**config.mk**
```make
export PLATFORM = sky130hd
export DESIGN_NAME = rc4_prga_decrypt
export DESIGN_NICKNAME = d
export VERILOG_FILES = /design/src/rtl/rc4_pkg.sv /design/src/rtl/rc4_prga_decrypt.sv
export SDC_FILE = /design/constraint.sdc
export NUM_CORES = 1
export LEC_CHECK = 0
export ABC_AREA = 1
export ABC_CLOCK_PERIOD_IN_PS = 3400
export CAP_MARGIN = 20
export CORE_MARGIN = 10
export CORE_UTILIZATION = 45
export CTS_CLUSTER_SIZE = 14
export DETAILED_ROUTE_END_ITERATION = 16
export MAX_ROUTING_LAYER = met4
export PLACE_DENSITY = 0.69
export SETUP_SLACK_MARGIN = 0.05
export SLEW_MARGIN = 20
export SYNTH_ARGS = -nofsm -noshare
export SYNTH_HDL_FRONTEND = slang
export SYNTH_SLANG_ARGS = --single-unit
```
**constraint.sdc**
```tcl
create_clock -name clk -period 3.4 [get_ports clk]
set_clock_uncertainty 0.15 [all_clocks]
set_input_delay 0.34 -clock clk [delete_from_list [all_inputs] [get_ports clk]]
set_output_delay 0.34 -clock clk [all_outputs]
set_load 0.05 [all_outputs]
```
**src/rtl/rc4_pkg.sv**
```systemverilog
// Shared types and constants for the RC4 keystream/decrypt stage.
// Build option: RC4_CHAR_CHECK_EN adds the plaintext character filter and key_valid.
package rc4_pkg;

  localparam int unsigned S_SIZE  = 256;
  localparam int unsigned STATE_W = 5;

  typedef logic [7:0]         byte_t;
  typedef logic [STATE_W-1:0] state_t;

  localparam state_t ST_IDLE     = 5'd0;
  localparam state_t ST_INC_I    = 5'd1;
  localparam state_t ST_RD_SI    = 5'd2;
  localparam state_t ST_WAIT_SI  = 5'd3;
  localparam state_t ST_LATCH_SI = 5'd4;
  localparam state_t ST_RD_SJ    = 5'd5;
  localparam state_t ST_WAIT_SJ  = 5'd6;
  localparam state_t ST_LATCH_SJ = 5'd7;
  localparam state_t ST_WR_SI    = 5'd8;
  localparam state_t ST_WR_SJ    = 5'd9;
  localparam state_t ST_RD_F     = 5'd10;
  localparam state_t ST_WAIT_F   = 5'd11;
  localparam state_t ST_LATCH_F  = 5'd12;
  localparam state_t ST_WR_MSG   = 5'd13;
  localparam state_t ST_NEXT     = 5'd14;
  localparam state_t ST_DONE     = 5'd15;
  localparam state_t ST_ABORT    = 5'd16;

  localparam byte_t CHAR_LO    = 8'h61;
  localparam byte_t CHAR_HI    = 8'h7A;
  localparam byte_t CHAR_SPACE = 8'h20;

  // Lowercase letter or space: the only plaintext a correct key can produce.
  function automatic logic is_char_ok(input byte_t b);
    return ((b >= CHAR_LO) && (b <= CHAR_HI)) || (b == CHAR_SPACE);
  endfunction

endpackage

```
**src/rtl/rc4_prga_decrypt.sv**
```systemverilog
// RC4 keystream generation over the shared S memory, XOR with the encrypted ROM into the message RAM.
// Build option: RC4_CHAR_CHECK_EN enables the plaintext filter, the ABORT state and key_valid.
module rc4_prga_decrypt
  import rc4_pkg::*;
#(
  parameter int unsigned MSG_LEN = 32,
  parameter int unsigned MSG_AW  = 5
) (
  input  logic              clk,
  input  logic              reset,
  input  logic              start_decrypt,
  input  logic [7:0]        s_q,
  input  logic [7:0]        rom_q,
  output logic [7:0]        s_address,
  output logic [7:0]        s_data,
  output logic              s_wren,
  output logic [MSG_AW-1:0] rom_address,
  output logic [MSG_AW-1:0] msg_address,
  output logic [7:0]        msg_data,
  output logic              msg_wren,
`ifdef RC4_CHAR_CHECK_EN
  output logic              key_valid,
`endif
  output logic              finish
);

  localparam int unsigned K_W = MSG_AW + 1;

  state_t         r_state, w_state_nxt;
  byte_t          r_i, r_j, r_si, r_sj, r_f;
  byte_t          w_i_nxt, w_j_nxt, w_si_nxt, w_sj_nxt, w_f_nxt;
  logic [K_W-1:0] r_k, w_k_nxt, w_k_inc;

  byte_t             w_s_address, w_s_data, w_msg_data;
  logic              w_s_wren, w_msg_wren, w_finish, w_key_valid;
  logic [MSG_AW-1:0] w_msg_address;

  assign w_k_inc = r_k + K_W'(1);

  // Next state and datapath updates.
  always_comb begin
    w_state_nxt = r_state;
    w_i_nxt     = r_i;
    w_j_nxt     = r_j;
    w_si_nxt    = r_si;
    w_sj_nxt    = r_sj;
    w_f_nxt     = r_f;
    w_k_nxt     = r_k;
    case (r_state)
      ST_IDLE: begin
        if (start_decrypt) begin
          w_state_nxt = ST_INC_I;
          w_i_nxt     = '0;
          w_j_nxt     = '0;
          w_k_nxt     = '0;
        end
      end
      ST_INC_I: begin
        w_i_nxt     = r_i + 8'd1;
        w_state_nxt = ST_RD_SI;
      end
      ST_RD_SI:    w_state_nxt = ST_WAIT_SI;
      ST_WAIT_SI:  w_state_nxt = ST_LATCH_SI;
      ST_LATCH_SI: begin
        w_si_nxt    = s_q;
        w_j_nxt     = r_j + s_q;
        w_state_nxt = ST_RD_SJ;
      end
      ST_RD_SJ:    w_state_nxt = ST_WAIT_SJ;
      ST_WAIT_SJ:  w_state_nxt = ST_LATCH_SJ;
      ST_LATCH_SJ: begin
        w_sj_nxt    = s_q;
        w_state_nxt = ST_WR_SI;
      end
      ST_WR_SI:    w_state_nxt = ST_WR_SJ;
      ST_WR_SJ:    w_state_nxt = ST_RD_F;
      ST_RD_F:     w_state_nxt = ST_WAIT_F;
      ST_WAIT_F:   w_state_nxt = ST_LATCH_F;
      ST_LATCH_F: begin
        w_f_nxt     = s_q ^ rom_q;
`ifdef RC4_CHAR_CHECK_EN
        w_state_nxt = is_char_ok(w_f_nxt) ? ST_WR_MSG : ST_ABORT;
`else
        w_state_nxt = ST_WR_MSG;
`endif
      end
      ST_WR_MSG:   w_state_nxt = ST_NEXT;
      ST_NEXT: begin
        w_k_nxt     = w_k_inc;
        w_state_nxt = (w_k_inc == K_W'(MSG_LEN)) ? ST_DONE : ST_INC_I;
      end
      ST_DONE, ST_ABORT: begin
        if (!start_decrypt) w_state_nxt = ST_IDLE;
      end
      default:     w_state_nxt = ST_IDLE;
    endcase
  end

  // Outputs are decoded from the upcoming state so the registered values line up with it.
  always_comb begin
    w_s_address   = '0;
    w_s_data      = '0;
    w_s_wren      = 1'b0;
    w_msg_address = '0;
    w_msg_data    = '0;
    w_msg_wren    = 1'b0;
    w_finish      = 1'b0;
    w_key_valid   = 1'b0;
    case (w_state_nxt)
      ST_RD_SI: w_s_address = w_i_nxt;
      ST_RD_SJ: w_s_address = w_j_nxt;
      ST_WR_SI: begin
        w_s_address = w_i_nxt;
        w_s_data    = w_sj_nxt;
        w_s_wren    = 1'b1;
      end
      ST_WR_SJ: begin
        w_s_address = w_j_nxt;
        w_s_data    = w_si_nxt;
        w_s_wren    = 1'b1;
      end
      ST_RD_F:  w_s_address = w_si_nxt + w_sj_nxt;
      ST_WR_MSG: begin
        w_msg_address = w_k_nxt[MSG_AW-1:0];
        w_msg_data    = w_f_nxt;
        w_msg_wren    = 1'b1;
      end
      ST_DONE: begin
        w_finish    = 1'b1;
        w_key_valid = 1'b1;
      end
      ST_ABORT: w_finish = 1'b1;
      default: ;
    endcase
  end

  always_ff @(posedge clk or negedge reset) begin
    if (!reset) begin
      r_state     <= ST_IDLE;
      r_i         <= '0;
      r_j         <= '0;
      r_si        <= '0;
      r_sj        <= '0;
      r_f         <= '0;
      r_k         <= '0;
      s_address   <= '0;
      s_data      <= '0;
      s_wren      <= 1'b0;
      rom_address <= '0;
      msg_address <= '0;
      msg_data    <= '0;
      msg_wren    <= 1'b0;
      finish      <= 1'b0;
`ifdef RC4_CHAR_CHECK_EN
      key_valid   <= 1'b0;
`endif
    end else begin
      r_state     <= w_state_nxt;
      r_i         <= w_i_nxt;
      r_j         <= w_j_nxt;
      r_si        <= w_si_nxt;
      r_sj        <= w_sj_nxt;
      r_f         <= w_f_nxt;
      r_k         <= w_k_nxt;
      s_address   <= w_s_address;
      s_data      <= w_s_data;
      s_wren      <= w_s_wren;
      rom_address <= w_k_nxt[MSG_AW-1:0];
      msg_address <= w_msg_address;
      msg_data    <= w_msg_data;
      msg_wren    <= w_msg_wren;
      finish      <= w_finish;
`ifdef RC4_CHAR_CHECK_EN
      key_valid   <= w_key_valid;
`endif
    end
  end

`ifndef RC4_CHAR_CHECK_EN
  logic w_unused;
  assign w_unused = w_key_valid;
`endif

endmodule

```
# Yosys cells after proc, flatten, opt, wreduce, memory -nomap -nowiden
# Cells that the tools add are included.
# word_totals
reg_bits	83
wordCells	74
inputBits	19
# op_classes
mux	20
n_addsub	4
n_eq_ne	26
bitwise_logic	1
reduce_logical	8
# op_table
cell	count
$pmux 5 s16	1
$eq 5x4->1 const B	13
$mux 8	6
$pmux 8 s2	3
$eq 5x3->1 const B	5
$pmux 8 s3	1
$add 8x8->8	2
$eq 5x2->1 const B	3
$mux 5	3
$pmux 6 s2	1
$eq 5x5->1 const B	2
$reduce_or 2->1	5
$add 8x1->8 const B	1
$xor 8x8->8	1
$add 6x1->6 const B	1
$eq 6x6->1 const B	1
$mux 6	1
$eq 5x1->1 const B	1
$logic_not 5->1	1
$mux 4	1
$mux 1	3
$ne 2x2->1 const B	1
$reduce_and 2->1	1
$reduce_bool 2->1	1

# Logic depth before layout (Yosys ltp)
# Gate-level depths: netlist of the first run.
# logic_depth
ltp_word	7
mapped_depth	17
depth_no_buf	16

# Worst setup path before layout of the first run
# Ideal clock, no wire load.
# synth_timing
path_kind	reg2reg
start	register r_state[0]
end	register s_address[4]
arrival_ns	2.268
path_stages_with_launch	16
n_path_buf	1
required_ns	3.126
setup_slack_ns	0.858
cell_sequence	dfrtp_1 > nand2_1 > inv_1 > nand3_2 > clkbuf_1 > nand2_1 > o21ai_0 > ha_1 > inv_1 > fa_1 > inv_1 > nand2_1 > a21oi_1 > o21ai_0 > nand3b_1 > nand3_1
# synth_lines
element	line	text
start, declared	rc4_prga_decrypt.sv:29	state_t r_state, w_state_nxt;
start signal, assigned	rc4_prga_decrypt.sv:158	r_state <= w_state_nxt;
$eq 5x3->1	rc4_prga_decrypt.sv:49	case (r_state)
$mux 8	rc4_prga_decrypt.sv:49	
named net w_sj_nxt[0]	rc4_prga_decrypt.sv:31	byte_t w_i_nxt, w_j_nxt, w_si_nxt, w_sj_nxt, w_f_nxt;
$add 8x8->8	rc4_prga_decrypt.sv:122	ST_RD_F: w_s_address = w_si_nxt + w_sj_nxt;
$pmux 8 s3	rc4_prga_decrypt.sv:109	case (w_state_nxt)
named net w_s_address[4]	rc4_prga_decrypt.sv:34	byte_t w_s_address, w_s_data, w_msg_data;
end signal, assigned	rc4_prga_decrypt.sv:165	s_address <= w_s_address;
end, declared	rc4_prga_decrypt.sv:14	output logic [7:0] s_address,
# The timed path passes the listed nets, and every way through them passes these cells.
# A chain may end at the register's enable or synchronous reset.

# Final worst setup path of the first run
# layout_timing
start	register r_state[4]
end	register s_address[4]
# layout_lines
element	line
$eq 5x3->1	rc4_prga_decrypt.sv:49
$mux 8	rc4_prga_decrypt.sv:49
named net w_si_nxt[0]	rc4_prga_decrypt.sv:31
$add 8x8->8	rc4_prga_decrypt.sv:122
$pmux 8 s3	rc4_prga_decrypt.sv:109
named net w_s_address[4]	rc4_prga_decrypt.sv:34
# The timed path passes the listed nets, and every way through them passes these cells.

==> results.py, run 1 <==
metrics = {
    "logic_synthesis": {
        "synthCells": 478,
        "synth_xor_area_frac": 0.03254,
        "postSynthAreaPerCell_sq_um": 8.447,
        "synth-seq-cells": 75,
        "synth_top_family_by_area": "simple AND/OR/NAND/NOR gates",
        "synth.cell_area_sq_um": 4038,
        "ys_seq_area_frac": 0.4648,
        "synth_compound_area_frac": 0.08987,
        "synth_fp_nets": 516,
        "synthMuxAreaShare": 0,
        "yosys.area_share.simple": 0.2739,
        "synth-adder-area-share": 0.06260,
        "synth.distinct_cells": 40,
        "synth_warnings": 0,
    },
    "grt": {
        "use_met1": 0.2000,
        "grt_pass1_wl_um": 16040,
        "use_met3": 0.03249,
        "antenna_found_initial": 0,
        "grt_util_met2": 0.2314,
        "grt.busiest_layer": "met2",
        "grt_pass1_vias": 3328,
        "grt.overflow.total": 0,
        "grt_usage": 0.1537,
        "grt_max_degree": 76,
    },
    "critical_path": {
        "worstSetupPathType": "reg -> reg",
        "r2r-start": "r_state[4]",
        "cp-end-kind": "flip-flop",
        "cp_slowest_cell": "dfrtp_1",
        "timing.rr.end": "s_address[4]",
        "cp.required_ns": 3.54,
        "worstPathArrival_ns": 2.88,
        "crit_path_max_incr_delay_ns": 0.53,
        "start_kind": "flip-flop",
        "r2r_cells": 14,
        "r2r_slack_ns": 0.66,
        "cp_cell_sequence": "inv_4, nand3_2, buf_4, nand2_1, o21ai_2, ha_1, inv_1, fa_1, inv_1, nand2_1, a21oi_1, nor3_1, nand3b_1, nand3_1",
        "path_max_fanout": 14,
    },
    "cells_and_area": {
        "fillerInstances": 799,
        "antennaDiodeCount": 0,
        "final_common_cell": "nand2_1",
        "fin_nets": 573,
        "fin_cells": 648,
        "most-common-layout-cells": "nand2_1 (131), dfrtp_1 (75), inv_1 (55)",
        "area_growth_pct": 21.17,
        "multi_input_area_sq_um": 1853,
        "drive_gt1_frac": 0.08889,
        "fin_util": 0.5610,
        "seq_area_sq_um": 1877,
    },
    "clock_tree": {
        "clk_pin_slew_worst_paths_ns": 0.08,
        "clock-root-buffer": "clkbuf_8",
        "clockBufferDepth": 2,
        "post_cts_resized": 0,
        "ctsHoldBuffers": 0,
        "cts_sinks": 75,
        "postCtsSetupBuffers": 0,
        "htreeDepth": 3,
        "cts_buffers": 9,
        "clock_latency_ns": 0.35,
        "cts_tree": "yes",
    },
    "pwr": {
        "p_sw_frac": 0.4579,
        "p_leak_nw": 2.416,
        "clockPowerShare": 0.183,
        "p_sw_mw": 2.092,
        "power.density_nw_per_um2": 933.7,
        "seq_power_share": 0.296,
        "vdd_drop_max_mv": 0.3981,
        "p_int_mw": 2.476,
        "p_comb_frac": 0.521,
    },
    "floorplan": {
        "num_rows": 34,
        "dieArea_sq_um": 13160,
        "start_util": 0.4630,
        "chipWidth_um": 114.7,
        "core-area_sq_um": 8721,
        "pin_count": 56,
        "fp.dieH_um": 114.7,
    },
    "timing": {
        "holdWs_ns": -0.02199,
        "rsz0062_at_grt": "no",
        "finalSetupViolations": 0,
        "fmax_ghz": 0.3655,
        "finalCriticalPeriod_ns": 2.736,
        "finalHoldViolations": 34,
        "tightest_slew_ns": 0.9516,
        "min_period_over_period": 0.8047,
        "slew_violations": 0,
        "worst_slack_ns": 0.6639,
        "maxSlewHeadroom": 0.3656,
        "tns_ns": 0,
    },
    "place": {
        "dp.cells": 632,
        "pre_cts_ws_ns": 0.6270,
        "numPortBuffers": 55,
        "gp_congestion": 0.8850,
        "dp_hpwl_um": 7191,
    },
    "route": {
        "antenna_left": 0,
        "drt_iter0_markers": 187,
        "drc": 0,
        "totalWireLength_um": 9459,
        "wl_per_cell_um": 14.60,
        "vias": 3361,
        "first_pass_iters": 4,
        "routed_via_density": 5.187,
    },
    "outcome": {
        "violations": "hold timing",
        "status": "finished, violations left",
    },
    "min_path": {
        "min_path_type": "in -> async",
    },
    "flow_run": {
        "maxCapViolCount": 0,
    },
}
==> flip-flops by register name, indices dropped and copies added (netlist names), 5 cells and up <==
signal	cells
r_state	5
s_data	8
r_si	8
msg_data	8
msg_address	5
r_k	6
s_address	8
r_j	8
r_sj	8
r_i	8
==> layer usage <==
metal  up-vias  share of wire
li1       1663              -
met1      1608           0.47
met2        76           0.46
met3        14          0.047
met4         0          0.016
met5         -              0
==> worst max path at each step <==
stage | start | endpoint | slack [ns] | depth (start not counted)
after global routing | r_state[2] | s_address[4] | 0.41 | 15
after floorplan | r_state[0] | s_address[4] | 0.86 | 15
after global placement | s_q[0] | s_address[4] | 0.70 | 12
after CTS | r_state[4] | s_address[4] | 0.68 | 14
after detailed placement | s_q[0] | s_address[4] | 0.63 | 12
final | r_state[4] | s_address[4] | 0.66 | 14
==> power groups by stage <==
| stage | clock (mW) | sequential (mW) | combinational (mW) |
|---|---|---|---|
| after floorplan | 0 | 1.59 | 1.56 |
| after global placement | 0 | 1.36 | 2.33 |
| after detailed placement | 0 | 1.37 | 2.37 |
| after CTS | 0.851 | 1.35 | 2.38 |
| final | 0.837 | 1.35 | 2.38 |
| after global routing | 0.884 | 1.39 | 2.66 |
==> synth_stat cells, drive strengths merged <==
cell	instances	share of area
o31ai	1	0.0031
a211oi	1	0.0019
a31oi	1	0.0016
nand2	133	0.13
clkbuf	2	0.0019
inv	59	0.055
or2	3	0.0046
xor2	5	0.011
ha	17	0.053
buf	9	0.019
nor3	7	0.015
nor3b	1	0.0019
and2	1	0.0016
o21bai	3	0.0056
fa	2	0.0099
nor4	2	0.0031
a22oi	2	0.0037
o21a	2	0.0037
nand3b	5	0.0093
a21oi	14	0.017
o22ai	2	0.0031
nand3	37	0.050
xnor2	10	0.022
nand4	10	0.015
o21ai	35	0.050
dfrtp	75	0.46
nor2	39	0.047
==> critical path, delay by kind of cell, from the launching register on <==
| kind | cells | cell delay (ns) |
|---|---|---|
| buffers and inverters | 4 | 0.53 |
| flip-flops | 1 | 0.53 |
| AO/OA/AOI/OAI | 2 | 0.25 |
| AND/OR/NAND/NOR | 6 | 0.65 |
| adder cells (fa/ha/maj) | 2 | 0.57 |
==> stage by stage <==
| stage | hold WS [ns] | power, mW | instance area (sq um) |
|---|---|---|---|
| after floorplan | -0.1056 | 3.148 | 4038 |
| after global placement | 0.3230 | 3.691 | 4652 |
| after detailed placement | 0.3246 | 3.734 | 4652 |
| after CTS | 0.02421 | 4.584 | 4892 |
| after global routing | 0.05018 | 4.937 | 4892 |
| final | -0.02199 | 4.568 | 4892 |
==> logic make-up (layout without fill, tap and decap cells) <==
kind of cell,Yosys count,in the layout
fa+ha+maj,19,19
simple gates,238,238
xor+xnor,15,15
flops,75,75
buf+inv,70,132
compound gates,61,61
==> layout make-up <==
cell class | instances | share of cell area
inverters | 59 | 0.04578
clock buffers | 10 | 0.02609
clock inverters | 6 | 0.02302
well taps | 108 | 0.02762
flip-flops and latches | 75 | 0.3836
repair buffers | 57 | 0.1151
multi-input cells | 333 | 0.3788
No activity file was read; power rests on OpenSTA's default activity.
==> run 2, diff against run 1 <==
ABC_CLOCK_PERIOD_IN_PS = 2200   (was 3400)
PLACE_DENSITY = 0.71   (was 0.69)
clock period = 2.2 ns   (was 3.4 ns; I/O delays follow)
==> results.py, run 2 (same netlist as run 1, synthesis figures left out) <==
metrics = {
    "outcome": {
        "status": "finished, violations left",
        "violations": "setup timing",
    },
    "place": {
        "numPortBuffers": 55,
        "dp_hpwl_um": 7742,
        "gp_congestion": 0.9389,
        "dp.cells": 687,
    },
    "clock_tree": {
        "clock-root-buffer": "clkbuf_8",
        "clk_pin_slew_worst_paths_ns": 0.08,
        "cts_buffers": 9,
        "cts_tree": "yes",
        "htreeDepth": 3,
        "clockBufferDepth": 2,
        "clock_latency_ns": 0.35,
        "cts_sinks": 75,
    },
    "timing": {
        "worst_slack_ns": -0.2561,
        "rsz0062_at_grt": "yes",
        "min_period_over_period": 1.116,
        "finalCriticalPeriod_ns": 2.456,
        "maxSlewHeadroom": 0.6052,
        "finalSetupViolations": 7,
        "finalHoldViolations": 0,
        "tightest_slew_ns": 0.5890,
        "slew_violations": 0,
        "fmax_ghz": 0.4072,
    },
    "pwr": {
        "p_sw_frac": 0.4480,
        "p_comb_frac": 0.613,
        "power_mw": 8.743,
        "seq_power_share": 0.242,
        "clockPowerShare": 0.146,
        "p_int_mw": 4.826,
        "p_leak_nw": 2.783,
        "power.density_nw_per_um2": 1538,
        "p_sw_mw": 3.917,
        "vdd_drop_max_mv": 0.5772,
    },
    "route": {
        "antenna_left": 0,
        "drc": 0,
        "drt_iter0_markers": 259,
        "vias": 3800,
        "routed_via_density": 5.307,
        "first_pass_iters": 5,
        "wl_per_cell_um": 16.08,
        "totalWireLength_um": 11510,
    },
    "critical_path": {
        "worstSetupPathType": "reg -> reg",
        "crit_path_end": "s_address[5]",
        "timing.critical_path.mode_cell": "nand2_1",
        "cp.depth": 14,
        "cp.required_ns": 2.34,
        "start_kind": "flip-flop",
        "cp_cell_sequence": "nor2_4, nand3_4, buf_4, nand2_1, o21ai_2, ha_4, nand2_1, inv_1, nand4_1, nand4_1, nand2_1, o21ai_1, inv_1, nand2_1",
        "r2r_cells": 14,
        "cp_slowest_cell": "dfrtp_1",
        "crit_path_max_incr_delay_ns": 0.43,
        "cp-end-kind": "flip-flop",
        "r2r_slack_ns": -0.26,
        "worstPathArrival_ns": 2.60,
        "r2r-start": "r_state[3]",
        "critical_path.startpoint": "r_state[3]",
        "worst-path-buf-inv": 3,
        "path_max_fanout": 6,
        "path_delay_family": "simple AND/OR/NAND/NOR gates",
        "timing.rr.end": "s_address[5]",
    },
    "floorplan": {
        "core-area_sq_um": 8721,
        "pin_count": 56,
        "dieArea_sq_um": 13160,
        "start_util": 0.4630,
        "fp.dieH_um": 114.7,
        "num_rows": 34,
        "chipWidth_um": 114.7,
    },
    "cells_and_area": {
        "final_common_cell": "nand2_1",
        "antennaDiodeCount": 0,
        "fin_nets": 642,
        "most-common-layout-cells": "nand2_1 (124), dfrtp_1 (72), buf_4 (63)",
        "multi_input_area_sq_um": 2098,
        "area_growth_pct": 40.78,
        "fillerInstances": 679,
        "fin_cells": 716,
        "drive_gt1_frac": 0.2516,
        "seq_area_sq_um": 1881,
    },
    "grt": {
        "grt_pass1_wl_um": 17660,
        "grt_max_degree": 48,
        "antenna_found_initial": 0,
        "grt_usage": 0.1709,
        "grt_pass1_vias": 3696,
        "grt.overflow.total": 0,
    },
    "min_path": {
        "min_path_type": "in -> async",
    },
    "flow_run": {
        "maxCapViolCount": 0,
    },
}
## run 2: what timing repair did
item	CTS	global route
endpoints found under the hold margin	28	0
setup endpoints to repair	7	7
pin swaps	11	10
buffers inserted	8	3
cloned	2	0
gates resized for setup	28	20
hold buffers	1	0
## run 2: final cells by class
cell class                 instances  share of cell area
clock buffer                       9             0.02179
clock inverter                     6             0.02025
inverter                          59             0.04072
multi-input combinational        335              0.3691
sequential                        75              0.3308
tap                              108             0.02377
timing repair buffer             124              0.1935
## run 2: worst register-to-register path: stages (launching register included)
cell     delay, ns
dfrtp_1       0.43
nor2_4        0.20
nand3_4       0.18
buf_4         0.18
nand2_1       0.07
o21ai_2       0.09
ha_4          0.30
nand2_1       0.08
inv_1         0.12
nand4_1       0.13
nand4_1       0.12
nand2_1       0.06
o21ai_1       0.16
inv_1         0.06
nand2_1       0.07
## run 2: how the worst min path moves through the flow
stage,from,endpoint,cells past startpoint
2_1_floorplan,reset,finish,0
3_3_place_gp,reset,msg_data[1],1
3_5_place_dp,reset,msg_data[1],1
4_1_cts,reset,msg_data[7],2
5_1_grt,reset,msg_address[2],2
6_report,reset,msg_data[1],2
## run 2: stage by stage
| stage | utilization | worst slack (ns) | instance area, sq um | TNS (ns) | hold slack, ns |
|---|---|---|---|---|---|
| 5_1_grt | 0.6518 | -0.4216 | 5684 | -1.587 | 0.2281 |
| 3_5_place_dp | 0.5882 | -0.2140 | 5130 | -0.9951 | 0.02597 |
| 6_report | 0.6518 | -0.2561 | 5684 | -0.9258 | 0.1864 |
| 3_3_place_gp | 0.5882 | -0.1650 | 5130 | -0.6951 | 0.02047 |
| 2_1_floorplan | - | -0.1887 | 4108 | -0.5365 | -0.2256 |
| 4_1_cts | 0.6402 | -0.1092 | 5583 | -0.4443 | 0.1945 |
## run 2: layer usage
metal | share of wire | wire (um) | GRT usage | vias up
met5 | 0 | 0 | - | -
met4 | 0.035 | 406 | 0.07921 | 0
met3 | 0.067 | 772 | 0.04612 | 37
met2 | 0.50 | 5791 | 0.2771 | 171
met1 | 0.39 | 4541 | 0.1925 | 1790
li1 | - | - | - | 1802
## run 2: power by group through the flow
stage	registers [mW]	clock network [mW]	logic [mW]
floorplan	2.48	0	2.52
global placement	2.10	0	4.42
detailed placement	2.11	0	4.50
CTS	2.09	1.30	4.92
global route	2.17	1.36	5.75
finish	2.11	1.27	5.36
